[config.mk]
export PLATFORM = sky130hd
export DESIGN_NAME = bram_sector_sequencer
export DESIGN_NICKNAME = d
export VERILOG_FILES = /design/src/rtl/bram_sector_sequencer.sv
export SDC_FILE = /design/constraint.sdc
export NUM_CORES = 1
export LEC_CHECK = 0
export ABC_AREA = 1
export BUFFER_PORTS_ARGS = -buffer_cell sky130_fd_sc_hd__clkbuf_2
export CAP_MARGIN = 0
export CELL_PAD_IN_SITES_DETAIL_PLACEMENT = 0
export CELL_PAD_IN_SITES_GLOBAL_PLACEMENT = 2
export CORE_AREA = 2 2 84 119
export DETAILED_ROUTE_END_ITERATION = 16
export DIE_AREA = 0 0 86 121
export PLACE_DENSITY = 0.92
export SYNTH_ARGS = -nofsm -noshare
export SYNTH_HDL_FRONTEND = slang
export SYNTH_SLANG_ARGS = --single-unit
[constraint.sdc]
create_clock -name clk_sys -period 2.85 [get_ports clk_sys]
set_clock_uncertainty 0.05 [all_clocks]
set_input_delay 0.4275 -clock clk_sys [delete_from_list [all_inputs] [get_ports clk_sys]]
set_output_delay 0.4275 -clock clk_sys [all_outputs]
set_load 0.01 [all_outputs]
[src/rtl/bram_sector_sequencer.sv]
// -----------------------------------------------------------------------------
// bram_sector_sequencer
//
// Moves a backup-RAM image to or from the SD card as a burst of 2^SECT_BITS
// sector transfers over the hps_io sd_rd/sd_wr/sd_ack handshake. A rising
// edge on load_req or save_req (with bk_ena high) starts one operation on the
// slot presented at that moment. Each sector is requested, then acknowledged
// by sd_ack rising, then completed by sd_ack falling. A sector that is not
// acknowledged within TIMEOUT cycles aborts the operation, as does bk_ena
// dropping mid-operation.
//
// Optional feature: define BK_AUTOSAVE_EN to track unsaved BRAM writes in
// 'dirty' and start a save on a rising autosave_tick.
//
// Ports
//   clk_sys, reset_n      clock, asynchronous active-low reset
//   bk_ena                writable save image mounted
//   load_req, save_req    request levels (rising edge starts an op)
//   slot                  slot select, captured when an op starts
//   sd_lba                sector address driven to hps_io
//   sd_rd, sd_wr          sector read / write request (never both high)
//   sd_ack                hps_io acknowledge, high for a whole sector
//   bk_loading            load in progress (hold the system in reset)
//   busy                  an operation is in progress
//   done, err             one-cycle completion / abort pulses
//   bram_we_sys           system BRAM write strobe (autosave build only)
//   autosave_tick         autosave trigger level (autosave build only)
//   dirty                 unsaved BRAM changes (constant 0 without autosave)
// -----------------------------------------------------------------------------
module bram_sector_sequencer #(
  parameter int          SECT_BITS = 7,
  parameter int          SLOT_BITS = 2,
  parameter logic [23:0] TIMEOUT   = 24'd5000000
) (
  input  logic                 clk_sys,
  input  logic                 reset_n,
  input  logic                 bk_ena,
  input  logic                 load_req,
  input  logic                 save_req,
  input  logic [SLOT_BITS-1:0] slot,
  output logic [31:0]          sd_lba,
  output logic                 sd_rd,
  output logic                 sd_wr,
  input  logic                 sd_ack,
  output logic                 bk_loading,
  output logic                 busy,
  output logic                 done,
  output logic                 err,
  input  logic                 bram_we_sys,
  input  logic                 autosave_tick,
  output logic                 dirty
);

  localparam int LBA_PAD = 32 - SLOT_BITS - SECT_BITS;

  typedef enum logic [1:0] {
    IDLE = 2'd0,
    REQ  = 2'd1,
    XFER = 2'd2
  } state_t;

  state_t      state;
  logic        op_load;
  logic [23:0] timer;
  logic        old_ack;
  logic        old_load;
  logic        old_save;

  logic load_rise;
  logic save_rise;
  logic ack_rise;
  logic ack_fall;
  logic start_load;
  logic start_save;
  logic start_auto;
  logic start_any;
  logic last_sector;
  logic finish;

  assign load_rise   = load_req & ~old_load;
  assign save_rise   = save_req & ~old_save;
  assign ack_rise    = sd_ack & ~old_ack;
  assign ack_fall    = ~sd_ack & old_ack;
  // Load takes priority when both requests rise in the same cycle.
  assign start_load  = bk_ena & load_rise;
  assign start_save  = bk_ena & save_rise & ~load_rise;
  assign start_any   = (state == IDLE) & (start_load | start_save | start_auto);
  assign last_sector = &sd_lba[SECT_BITS-1:0];
  assign finish      = (state == XFER) & bk_ena & ack_fall & last_sector;

`ifdef BK_AUTOSAVE_EN
  logic old_tick;
  logic tick_rise;

  assign tick_rise  = autosave_tick & ~old_tick;
  // Autosave only fires when no manual request edge is present this cycle.
  assign start_auto = bk_ena & dirty & tick_rise & ~load_rise & ~save_rise;

  // Dirty tracking: cleared when a save starts or a load completes.
  always_ff @(posedge clk_sys or negedge reset_n) begin
    if (!reset_n) begin
      dirty    <= 1'b0;
      old_tick <= 1'b1;
    end else begin
      old_tick <= autosave_tick;
      if (start_any && !start_load) begin
        dirty <= 1'b0;
      end else if (finish && op_load) begin
        dirty <= 1'b0;
      end else if (bram_we_sys && !bk_loading) begin
        dirty <= 1'b1;
      end else begin
        dirty <= dirty;
      end
    end
  end
`else
  logic unused_inputs;

  assign start_auto    = 1'b0;
  assign dirty         = 1'b0;
  assign unused_inputs = &{1'b0, bram_we_sys, autosave_tick};
`endif

  // Sector sequencing FSM; all handshake and status outputs are registered.
  always_ff @(posedge clk_sys or negedge reset_n) begin
    if (!reset_n) begin
      state      <= IDLE;
      op_load    <= 1'b0;
      timer      <= 24'd0;
      old_ack    <= 1'b0;
      old_load   <= 1'b1;
      old_save   <= 1'b1;
      sd_lba     <= 32'd0;
      sd_rd      <= 1'b0;
      sd_wr      <= 1'b0;
      bk_loading <= 1'b0;
      busy       <= 1'b0;
      done       <= 1'b0;
      err        <= 1'b0;
    end else begin
      old_ack  <= sd_ack;
      old_load <= load_req;
      old_save <= save_req;
      done     <= 1'b0;
      err      <= 1'b0;
      case (state)
        IDLE: begin
          if (start_any) begin
            op_load    <= start_load;
            sd_lba     <= {{LBA_PAD{1'b0}}, slot, {SECT_BITS{1'b0}}};
            sd_rd      <= start_load;
            sd_wr      <= ~start_load;
            bk_loading <= start_load;
            busy       <= 1'b1;
            timer      <= 24'd0;
            state      <= REQ;
          end else begin
            busy <= 1'b0;
          end
        end
        REQ: begin
          // Abort takes effect the same cycle: outputs drop, err pulses.
          if (!bk_ena || (!ack_rise && (timer == (TIMEOUT - 24'd1)))) begin
            sd_rd      <= 1'b0;
            sd_wr      <= 1'b0;
            bk_loading <= 1'b0;
            busy       <= 1'b0;
            err        <= 1'b1;
            state      <= IDLE;
          end else if (ack_rise) begin
            sd_rd <= 1'b0;
            sd_wr <= 1'b0;
            state <= XFER;
          end else begin
            timer <= timer + 24'd1;
          end
        end
        XFER: begin
          if (!bk_ena) begin
            sd_rd      <= 1'b0;
            sd_wr      <= 1'b0;
            bk_loading <= 1'b0;
            busy       <= 1'b0;
            err        <= 1'b1;
            state      <= IDLE;
          end else if (finish) begin
            bk_loading <= 1'b0;
            busy       <= 1'b0;
            done       <= 1'b1;
            state      <= IDLE;
          end else if (ack_fall) begin
            // Only the sector field advances; the slot bits never carry.
            sd_lba[SECT_BITS-1:0] <= sd_lba[SECT_BITS-1:0] + SECT_BITS'(1);
            sd_rd                 <= op_load;
            sd_wr                 <= ~op_load;
            timer                 <= 24'd0;
            state                 <= REQ;
          end else begin
            state <= XFER;
          end
        end
        default: begin
          sd_rd      <= 1'b0;
          sd_wr      <= 1'b0;
          bk_loading <= 1'b0;
          busy       <= 1'b0;
          state      <= IDLE;
        end
      endcase
    end
  end

endmodule

==> flow_summary.ini, run 1 <==
[final_layout]
finalInstanceArea_sq_um = 3470
multiInputGateArea_sq_um = 1740
layout_common_cells = nand2_1 (127), nor2_1 (56), dfrtp_1 (43)
drive_gt1_share_pct = 17.6
fillerInstances = 966
final_util_pct = 37.3
regArea_sq_um = 1130
layout_commonest_cell = nand2_1
synthToLayoutAreaGrowth_pct = 8.28
antenna_cells = 0
fin_nets = 482

[yosys]
synthDistinctLibCells = 34
ys_seq_elements = 45
synth_top_family_by_area = simple AND/OR/NAND/NOR gates
synth_area_sq_um = 3200
muxShareOfSynthArea_pct = 0.703
synth_top_area_cell = dfrtp_1
synthTopCellsByArea = dfrtp_1 (34%), nand2_1 (15%), nor2_1 (6.6%), nand3_1 (5.9%), buf_4 (5.9%)
synth_ff_type = dfrtp_1
seq_area_frac_synth_pct = 35.2
synth_xor_area_share_pct = 3.83
synth_fa_ha_area_share_pct = 2.34
ys_warn_count = 0
synth_edf_count = 0
synth_top_area_share_pct = 33.6
synthSimpleGateAreaFrac_pct = 42.1
synthCells = 444
ys_async_sr_fraction_pct = 100
synth_compound_area_share_pct = 2.34
syn_area_per_cell_sq_um = 7.22

[clock_network]
cts_root_buffer = clkbuf_16
clk_latency_ns = 0.29
cts_tree = done
clk_transition_reported_paths_ns = 0.06
cts_htree_levels = 2
clk_path_buf_depth = 2
cts_setup_buffers = 0
cts_buffers = 5
cts_resized = 0
hold_buffers = 0
cts.sinks = 45

[sta]
finalSetupViolCount = 0
max_freq_ghz = 0.424
rsz0062_at_grt = false
min_period_ns = 2.36
post-route-period-util_pct = 82.8
max_slew.worst_pin.slew_ns = 0.608
timing.slew.headroom_pct = 59.4
slew_violations = 0
fin_tns_setup_ns = 0
hold_viol = 0

[global_route]
track_usage_pct = 14.9
grt_pass1_wl_mm = 12.3
grt_max_degree = 46
gr-max-usage-layer = met2
use_met3_pct = 2.04
use_met1_pct = 17.1
antenna_found_initial = 0
grt_pass1_vias = 2649
grt_use_met2_pct = 27.3
overflow = 0

[die]
rows = 42
die_h_microns = 121
start_util_pct = 34.4
dieArea_sq_um = 10400
ioPinCount = 49
core_area_sq_um = 9300
die_x_microns = 86

[power_and_ir_drop]
switchingPower_mw = 1.01
ir_drop_mv = 0.384
p_seq_share_pct = 32.8
switching_share_pct = 41.6
power.leakage_nw = 1.72
p_comb_share_pct = 38.6
p_int_mw = 1.42
clockPowerShare_pct = 28.6
design_power_total_mw = 2.43
power_density_nw_per_um2 = 699

[run_status]
status = finished, final reports clean

[setup_path]
crit_chain = inv_1 > ha_1 > nand2_2 > inv_2 > nand2_2 > clkinv_2 > nand4_4 > nand3_4 > inv_2 > nand2_2 > nand2_1 > o21ai_1
crit_arrival_ns = 2.49
critPathMaxStageDelay_ns = 0.40
worstPathRequired_ns = 2.98
end_kind = flop
worst-path-max-fanout = 23
start_kind = flop
slowest_stage = dfrtp_1
crit_type = flop to flop
cp_common_cell = nand2_2

[worst_hold_path]
hold_class = input port to async pin

[routing]
dr_total_vias = 2626
drt_wl_total_mm = 7.17
drc = 0
via_per_inst = 4.55
wire_per_inst_microns = 12.4
first_pass_iters = 4
drtAntennaViolNets = 0
drt_iter0_markers = 121

[placed_design]
portBuffers = 22
dpl_cell_area_sq_um = 3290
gp_congestion = 0.825
dp.final_hpwl_mm = 5.29

[run]
drv_cap = 0
cell usage after synthesis (2+ instances only):
library cell,count
ha_1,6
buf_6,2
a21oi_1,2
inv_2,3
nand2_1,127
inv_1,39
mux2_2,2
dfstp_2,2
nand3b_1,14
nand2_4,2
o21ai_0,8
buf_2,3
nor3_1,2
xnor2_1,3
o21ai_1,5
nor2_1,56
buf_4,25
nand4_1,5
nand3_1,38
nand3_2,2
nand2_2,30
xor2_1,11
nor2_2,3
or2_2,2
dfrtp_1,43
registers in the layout (all words and copies together) (netlist names):
| signal | count |
|---|---|
| old_save | 1 |
| old_load | 1 |
| old_ack | 1 |
| bk_loading | 1 |
| err | 1 |
| sd_lba | 9 |
| busy | 1 |
| done | 1 |
| timer | 24 |
| sd_wr | 1 |
| state | 2 |
| op_load | 1 |
| sd_rd | 1 |
kinds of logic after synthesis:
family / after synthesis
adder cells (fa/ha/maj): 6
AO/OA/AOI/OAI: 15
multiplexers: 2
XOR/XNOR: 14
flip-flops: 45
buffers and inverters: 76
AND/OR/NAND/NOR: 285
other: 1
final cells by class:
cell class	instances	share of cell area (%)
Multi-Input combinational cell	346	50.0
Inverter	44	4.80
Timing Repair Buffer	24	3.61
Clock buffer	6	4.00
Tap cell	110	3.97
Sequential cell	45	32.5
Clock inverter	2	1.08
critical path: cells and delay by family (launching register included):
family	cells	cell delay, ns
buffers and inverters	4	0.58
adders and majority gates	1	0.34
AOI/OAI and AO/OA	1	0.06
and+or+nand+nor	6	0.81
DFF	1	0.40
metal layers:
metal / wire length, microns / share of wire, % / up-vias
met5: 0 / 0 / -
met4: 179 / 2.5 / 0
met3: 135 / 1.9 / 14
met2: 3810 / 53 / 42
met1: 3040 / 42 / 1196
li1: - / - / 1374
per-stage QoR:
| stage | instances | hold WS (ns) | setup slack (ns) |
|---|---|---|---|
| 3_5_place_dp | 569 | 0.416 | 0.461 |
| 6_report | 577 | 0.178 | 0.490 |
| 5_1_grt | 577 | 0.181 | 0.226 |
| 4_1_cts | 577 | 0.172 | 0.449 |
| 3_3_place_gp | 569 | 0.413 | 0.494 |
| 2_1_floorplan | 467 | 0.0819 | 1.05 |
power groups by stage:
stage	combinational [mW]	sequential (mW)	clock, mW
2_1_floorplan	0.838	0.819	0
3_3_place_gp	0.945	0.804	0
3_5_place_dp	0.959	0.809	0
4_1_cts	0.963	0.797	0.717
5_1_grt	1.06	0.810	0.737
6_report	0.937	0.795	0.695
worst paths after layout:
check                      startpoint   endpoint  slack [ns]  cells after the start
min in group clk_sys         load_req   old_load        0.18                      1
setup / recovery             state[0]  sd_lba[4]        0.49                     12
max in group asynchronous     reset_n  sd_lba[8]        2.16                      2
setup reg to reg             state[0]  sd_lba[4]        0.49                     12
hold / removal                reset_n   timer[0]        0.18                      2
hold reg to reg                 sd_wr      sd_wr        0.43                      2
No activity file was read; power rests on OpenSTA's default activity.
==> run 2: changes to the inputs <==
CORE_AREA = 2 2 88 124   (was 2 2 84 119)
DIE_AREA = 0 0 90 126   (was 0 0 86 121)
PLACE_DENSITY = 0.86   (was 0.92)
clock period = 2.2 ns   (was 2.85 ns; I/O delays follow)
==> run 2 against run 1 <==
Effect of this change: sequential power grew 30%; worst setup slack lost 0.27 ns; worst hold slack lost 0.096 ns; register-to-register slack lost 0.27 ns; global-route usage shrank 0.99 points; critical path depth is the same; non-clock buffer count grew 8; sequential cell count is the same; sequential share of layout area shrank 0.96 points; routed wire length grew 3.4%; fmax grew 19%; die area grew 9.0%; critical path type unchanged.
==> flow_summary.ini, run 2 (synthesized netlist as in run 1, its figures left out) <==
[run_status]
status = finished, final reports clean

[clock_network]
cts_buffers = 5
clk_latency_ns = 0.29
cts_setup_buffers = 0
cts_root_buffer = clkbuf_16
clk_transition_reported_paths_ns = 0.06
cts_tree = done
hold_buffers = 0
cts_resized = 0
cts.sinks = 45
cts_htree_levels = 2
clk_path_buf_depth = 2

[global_route]
grt_pass1_wl_mm = 12.9
track_usage_pct = 14.0
grt_max_degree = 46
antenna_found_initial = 0
grt_pass1_vias = 2767
overflow = 0

[die]
ioPinCount = 49
rows = 44
die_h_microns = 126
dieArea_sq_um = 11300
core_area_sq_um = 10200
die_x_microns = 90
start_util_pct = 31.3

[worst_hold_path]
hold-path-cell-count = 1
hold_class = input port to flop
whs_endpoint = old_load
hold_start = load_req

[power_and_ir_drop]
power.leakage_nw = 1.76
ir_drop_mv = 0.516
power_density_nw_per_um2 = 887

[final_layout]
regMostFlops = timer
final_util_pct = 34.9
drive_gt1_share_pct = 18.9
layout_common_cells = nand2_1 (127), nor2_1 (56), dfrtp_1 (43)
final_cells = 613
synthToLayoutAreaGrowth_pct = 11.6
finalInstanceArea_sq_um = 3570
fin_nets = 490
largest_reg_flops = 24
antenna_cells = 0
layout_commonest_cell = nand2_1
largestRegisters = timer (24), sd_lba (9), state (2)

[routing]
first_pass_iters = 4
via_per_inst = 4.46
drtAntennaViolNets = 0
dr_total_vias = 2736
wire_per_inst_microns = 12.1
drt_iter0_markers = 139
drc = 0
drt_wl_total_mm = 7.41

[sta]
slew_violations = 0
fin_tns_setup_ns = 0
rsz0062_at_grt = false
max_freq_ghz = 0.506
timing.slew.headroom_pct = 58.8
finalSetupViolCount = 0
hold_viol = 0
min_period_ns = 1.98
post-route-period-util_pct = 89.8
max_slew.worst_pin.slew_ns = 0.618
setup_slack_ns = 0.224

[setup_path]
r2r_end = sd_lba[3]
r2r_start = state[0]
r2r_setup_slack_ns = 0.22
end_kind = flop
worst-path-max-fanout = 12
crit_type = flop to flop
crit_arrival_ns = 2.10
worstPathRequired_ns = 2.33
start_kind = flop
r2r_cells = 12

[placed_design]
pre_cts_ws_ns = 0.158
dpl_cell_area_sq_um = 3410
dp.final_hpwl_mm = 5.65
gp_congestion = 0.802
portBuffers = 22
placed_cells = 605

[run]
drv_cap = 0
-- run 2: changes by cell type in the layout (fill, tap and decap cells not counted) --
cell / change
buf_4: +6
buf_12: +2
bufinv_16: -1
clkinv_2: +1
clkinv_4: +1
clkinvlp_4: -1
nand2_4: -1
nand2_8: +1
-- run 2: layer usage --
metal | global-route usage, % | vias to the layer above | part of all wire (%)
met5 | 0 | - | 0
met4 | 6.70 | 0 | 4.5
met3 | 2.45 | 21 | 2.6
met2 | 26.1 | 44 | 52
met1 | 15.1 | 1278 | 41
li1 | - | 1393 | -
-- run 2: how the worst max path moves through the flow --
stage	startpoint	end	slack (ns)	depth (start not counted)
after floorplan	state[0]	timer[14]	0.40	14
final	state[0]	sd_lba[3]	0.22	12
after detailed placement	state[0]	timer[11]	0.16	12
after CTS	timer[0]	timer[13]	0.14	11
after global placement	timer[0]	timer[13]	0.16	11
after global routing	state[0]	sd_lba[3]	0.03	12
-- run 2: critical path, stage by stage, from the launching register on --
cell,delay (ns)
dfrtp_1,0.40
inv_1,0.08
ha_1,0.26
nand2_2,0.10
inv_2,0.06
nand2_2,0.08
clkinv_2,0.07
nand4_4,0.11
nand3_4,0.11
inv_2,0.20
nand2_2,0.20
nand2_1,0.09
o21ai_1,0.06
-- run 2: report_power, final --
part | internal [mW] | switching, mW
registers | 0.943 | 0.0903
clock network | 0.452 | 0.335
logic | 0.417 | 0.932
-- run 2: layout make-up --
class	count	area, sq um
clock buffer	6	139
tap	138	173
inverter	44	166
multi-input combinational	346	1740
fill	1167	6670
sequential	45	1130
clock inverter	2	13.8
timing repair buffer	32	210
-- run 2: stage by stage --
stage / power (mW) / hold slack [ns]
6_report: 3.17 / 0.0823
5_1_grt: 3.42 / 0.0827
4_1_cts: 3.20 / 0.0768
3_5_place_dp: 2.40 / 0.384
3_3_place_gp: 2.38 / 0.382
2_1_floorplan: 2.15 / -0.0156
==> run 3: changes to the inputs <==
ABC_AREA = 0   (was 1)
CORE_AREA = 2 2 80 113   (was 2 2 88 124)
DIE_AREA = 0 0 82 115   (was 0 0 90 126)
PLACE_DENSITY = 0.87   (was 0.86)
SKIP_CTS_REPAIR_TIMING = 1   (was not set)
==> run 3 against run 2 <==
Effect of this change: the run now ends with negative setup slack left; worst setup slack worse by 0.41 ns; clock power is 8.1% lower; combinational power up 20%; core utilization up 9.3 points; critical path depth decreased by 5; synthesized area down 9.5%; design area is 4.1% higher; count of clock-buffer cells in the layout is 2 higher; critical path type unchanged; largest power group unchanged.
==> flow_summary.ini, run 3 <==
[global_route]
grt_pass1_vias = 2457
track_usage_pct = 16.0
grt_max_degree = 46
overflow = 0
antenna_found_initial = 0
grt_pass1_wl_mm = 11.7

[yosys]
seq_area_frac_synth_pct = 38.9
ys_seq_elements = 45
ys_async_sr_fraction_pct = 100
synthTopCellsByArea = dfrtp_1 (37%), buf_4 (6.7%), a221o_1 (6.6%), nand2_1 (3.4%), nor3_1 (3.1%)
synthSimpleGateAreaFrac_pct = 27.0
synth_xor_area_share_pct = 0.604
synth_fa_ha_area_share_pct = 2.59
synth.most_common_cell = dfrtp_1
synth_top_family_by_area = simple AND/OR/NAND/NOR gates
syn_area_per_cell_sq_um = 9.38
ys_warn_count = 0
synth_top_area_cell = dfrtp_1
synthDistinctLibCells = 58
synth_commonest_cells = dfrtp_1 (43), buf_4 (26), nand2_1 (26), a221o_1 (19), nor3_1 (18)
synth_ff_type = dfrtp_1
synth_top_area_share_pct = 37.1
synth_area_sq_um = 2900
synth_edf_count = 0
synthCells = 309
muxShareOfSynthArea_pct = 2.29
synth_compound_area_share_pct = 17.4

[routing]
drtAntennaViolNets = 0
drt_wl_total_mm = 7.44
drc = 0
drt_iter0_markers = 95
wire_per_inst_microns = 15.1
first_pass_iters = 5
via_per_inst = 5.35
dr_total_vias = 2638

[setup_path]
end_kind = flop
start_kind = flop
crit_arrival_ns = 2.51
worstPathRequired_ns = 2.32
crit_type = flop to flop
worst-path-max-fanout = 9

[sta]
slew_violations = 0
timing.slew.headroom_pct = 59.6
whs_ns = 0.0808
hold_viol = 0
post-route-period-util_pct = 109
finalSetupViolCount = 27
max_freq_ghz = 0.419
setup_slack_ns = -0.189
max_slew.worst_pin.slew_ns = 0.605
min_period_ns = 2.39
rsz0062_at_grt = true

[power_and_ir_drop]
power.leakage_nw = 1.71
ir_drop_mv = 0.469
power_density_nw_per_um2 = 905
design_power_total_mw = 3.37

[final_layout]
largest_reg_flops = 24
largestRegisters = timer (24), sd_lba (9), state (2)
layout_common_cells = buf_4 (62), dfrtp_1 (43), nand2_1 (26)
fin_nets = 403
antenna_cells = 0
final_cells = 493
drive_gt1_share_pct = 30.9
finalInstanceArea_sq_um = 3720
layout_commonest_cell = buf_4
synthToLayoutAreaGrowth_pct = 28.4
regMostFlops = timer

[clock_network]
cts_buffers = 5
clk_transition_reported_paths_ns = 0.06
cts_root_buffer = clkbuf_16
cts.sinks = 45
clk_path_buf_depth = 2
cts_tree = done
cts_htree_levels = 2
clk_latency_ns = 0.28

[run_status]
status = finished with violations
violations = negative setup slack

[placed_design]
dp.final_hpwl_mm = 5.28
gp_congestion = 0.788
pre_cts_ws_ns = -0.282
placed_cells = 475
portBuffers = 22
dpl_cell_area_sq_um = 3410

[run]
drv_cap = 0

[worst_hold_path]
hold_class = input port to async pin

[die]
rows = 40
die_h_microns = 115
core_area_sq_um = 8410
ioPinCount = 49
start_util_pct = 34.5
dieArea_sq_um = 9430
die_x_microns = 82
run 3: report_power, final:
part | switching [mW] | internal (mW) | leakage [nW] | total [mW]
Sequential | 0.0755 | 0.945 | 0.603 | 1.02
Clock | 0.300 | 0.423 | 0.0652 | 0.723
Combinational | 0.893 | 0.732 | 1.04 | 1.62
run 3: metal layers:
| layer | share of wire (%) | vias to the layer above | track usage, % |
|---|---|---|---|
| met5 | 0 | - | 0 |
| met4 | 2.4 | 0 | 6.44 |
| met3 | 3.3 | 13 | 2.12 |
| met2 | 54 | 62 | 29.2 |
| met1 | 41 | 1288 | 18.5 |
| li1 | - | 1275 | - |
run 3: logic make-up after synthesis:
logic type / after synthesis
AND/OR/NAND/NOR: 137
multiplexers: 6
other: 1
AO/OA/AOI/OAI: 60
adder cells (fa/ha/maj): 6
XOR/XNOR: 2
buffers and inverters: 52
flip-flops: 45
run 3: path summary, 6_finish.rpt:
path	start	end	slack, ns	cells after the start
setup reg to reg	timer[13]	timer[11]	-0.19	7
setup / recovery	timer[13]	timer[11]	-0.19	7
hold / removal	reset_n	sd_lba[0]	0.08	2
min in group clk_sys	load_req	old_load	0.09	1
hold reg to reg	sd_rd	sd_rd	0.43	1
max in group asynchronous	reset_n	sd_lba[7]	1.60	2
run 3: per-stage QoR:
| step | TNS [ns] | utilization (%) |
|---|---|---|
| finish | -3.78 | 44.3 |
| floorplan | -3.15 | - |
| detailed placement | -5.87 | 40.6 |
| CTS | -6.37 | 42.2 |
| global route | -5.18 | 44.3 |
| global placement | -4.82 | 40.6 |
run 3: final cells by class:
type,count,area [sq um]
inverters,8,30.0
repair buffers,91,686
well taps,105,131
fillers,834,4690
clock buffers,8,136
flip-flops and latches,45,1130
multi-input cells,236,1610
run 3: critical path, cell delays in order (launching register included):
cell and delay (ns):
dfrtp_1 0.42, or4b_1 0.50, or4b_4 0.52, o21ai_4 0.16, buf_4 0.15, clkbuf_16 0.15
nor3_1 0.05, a221o_1 0.27
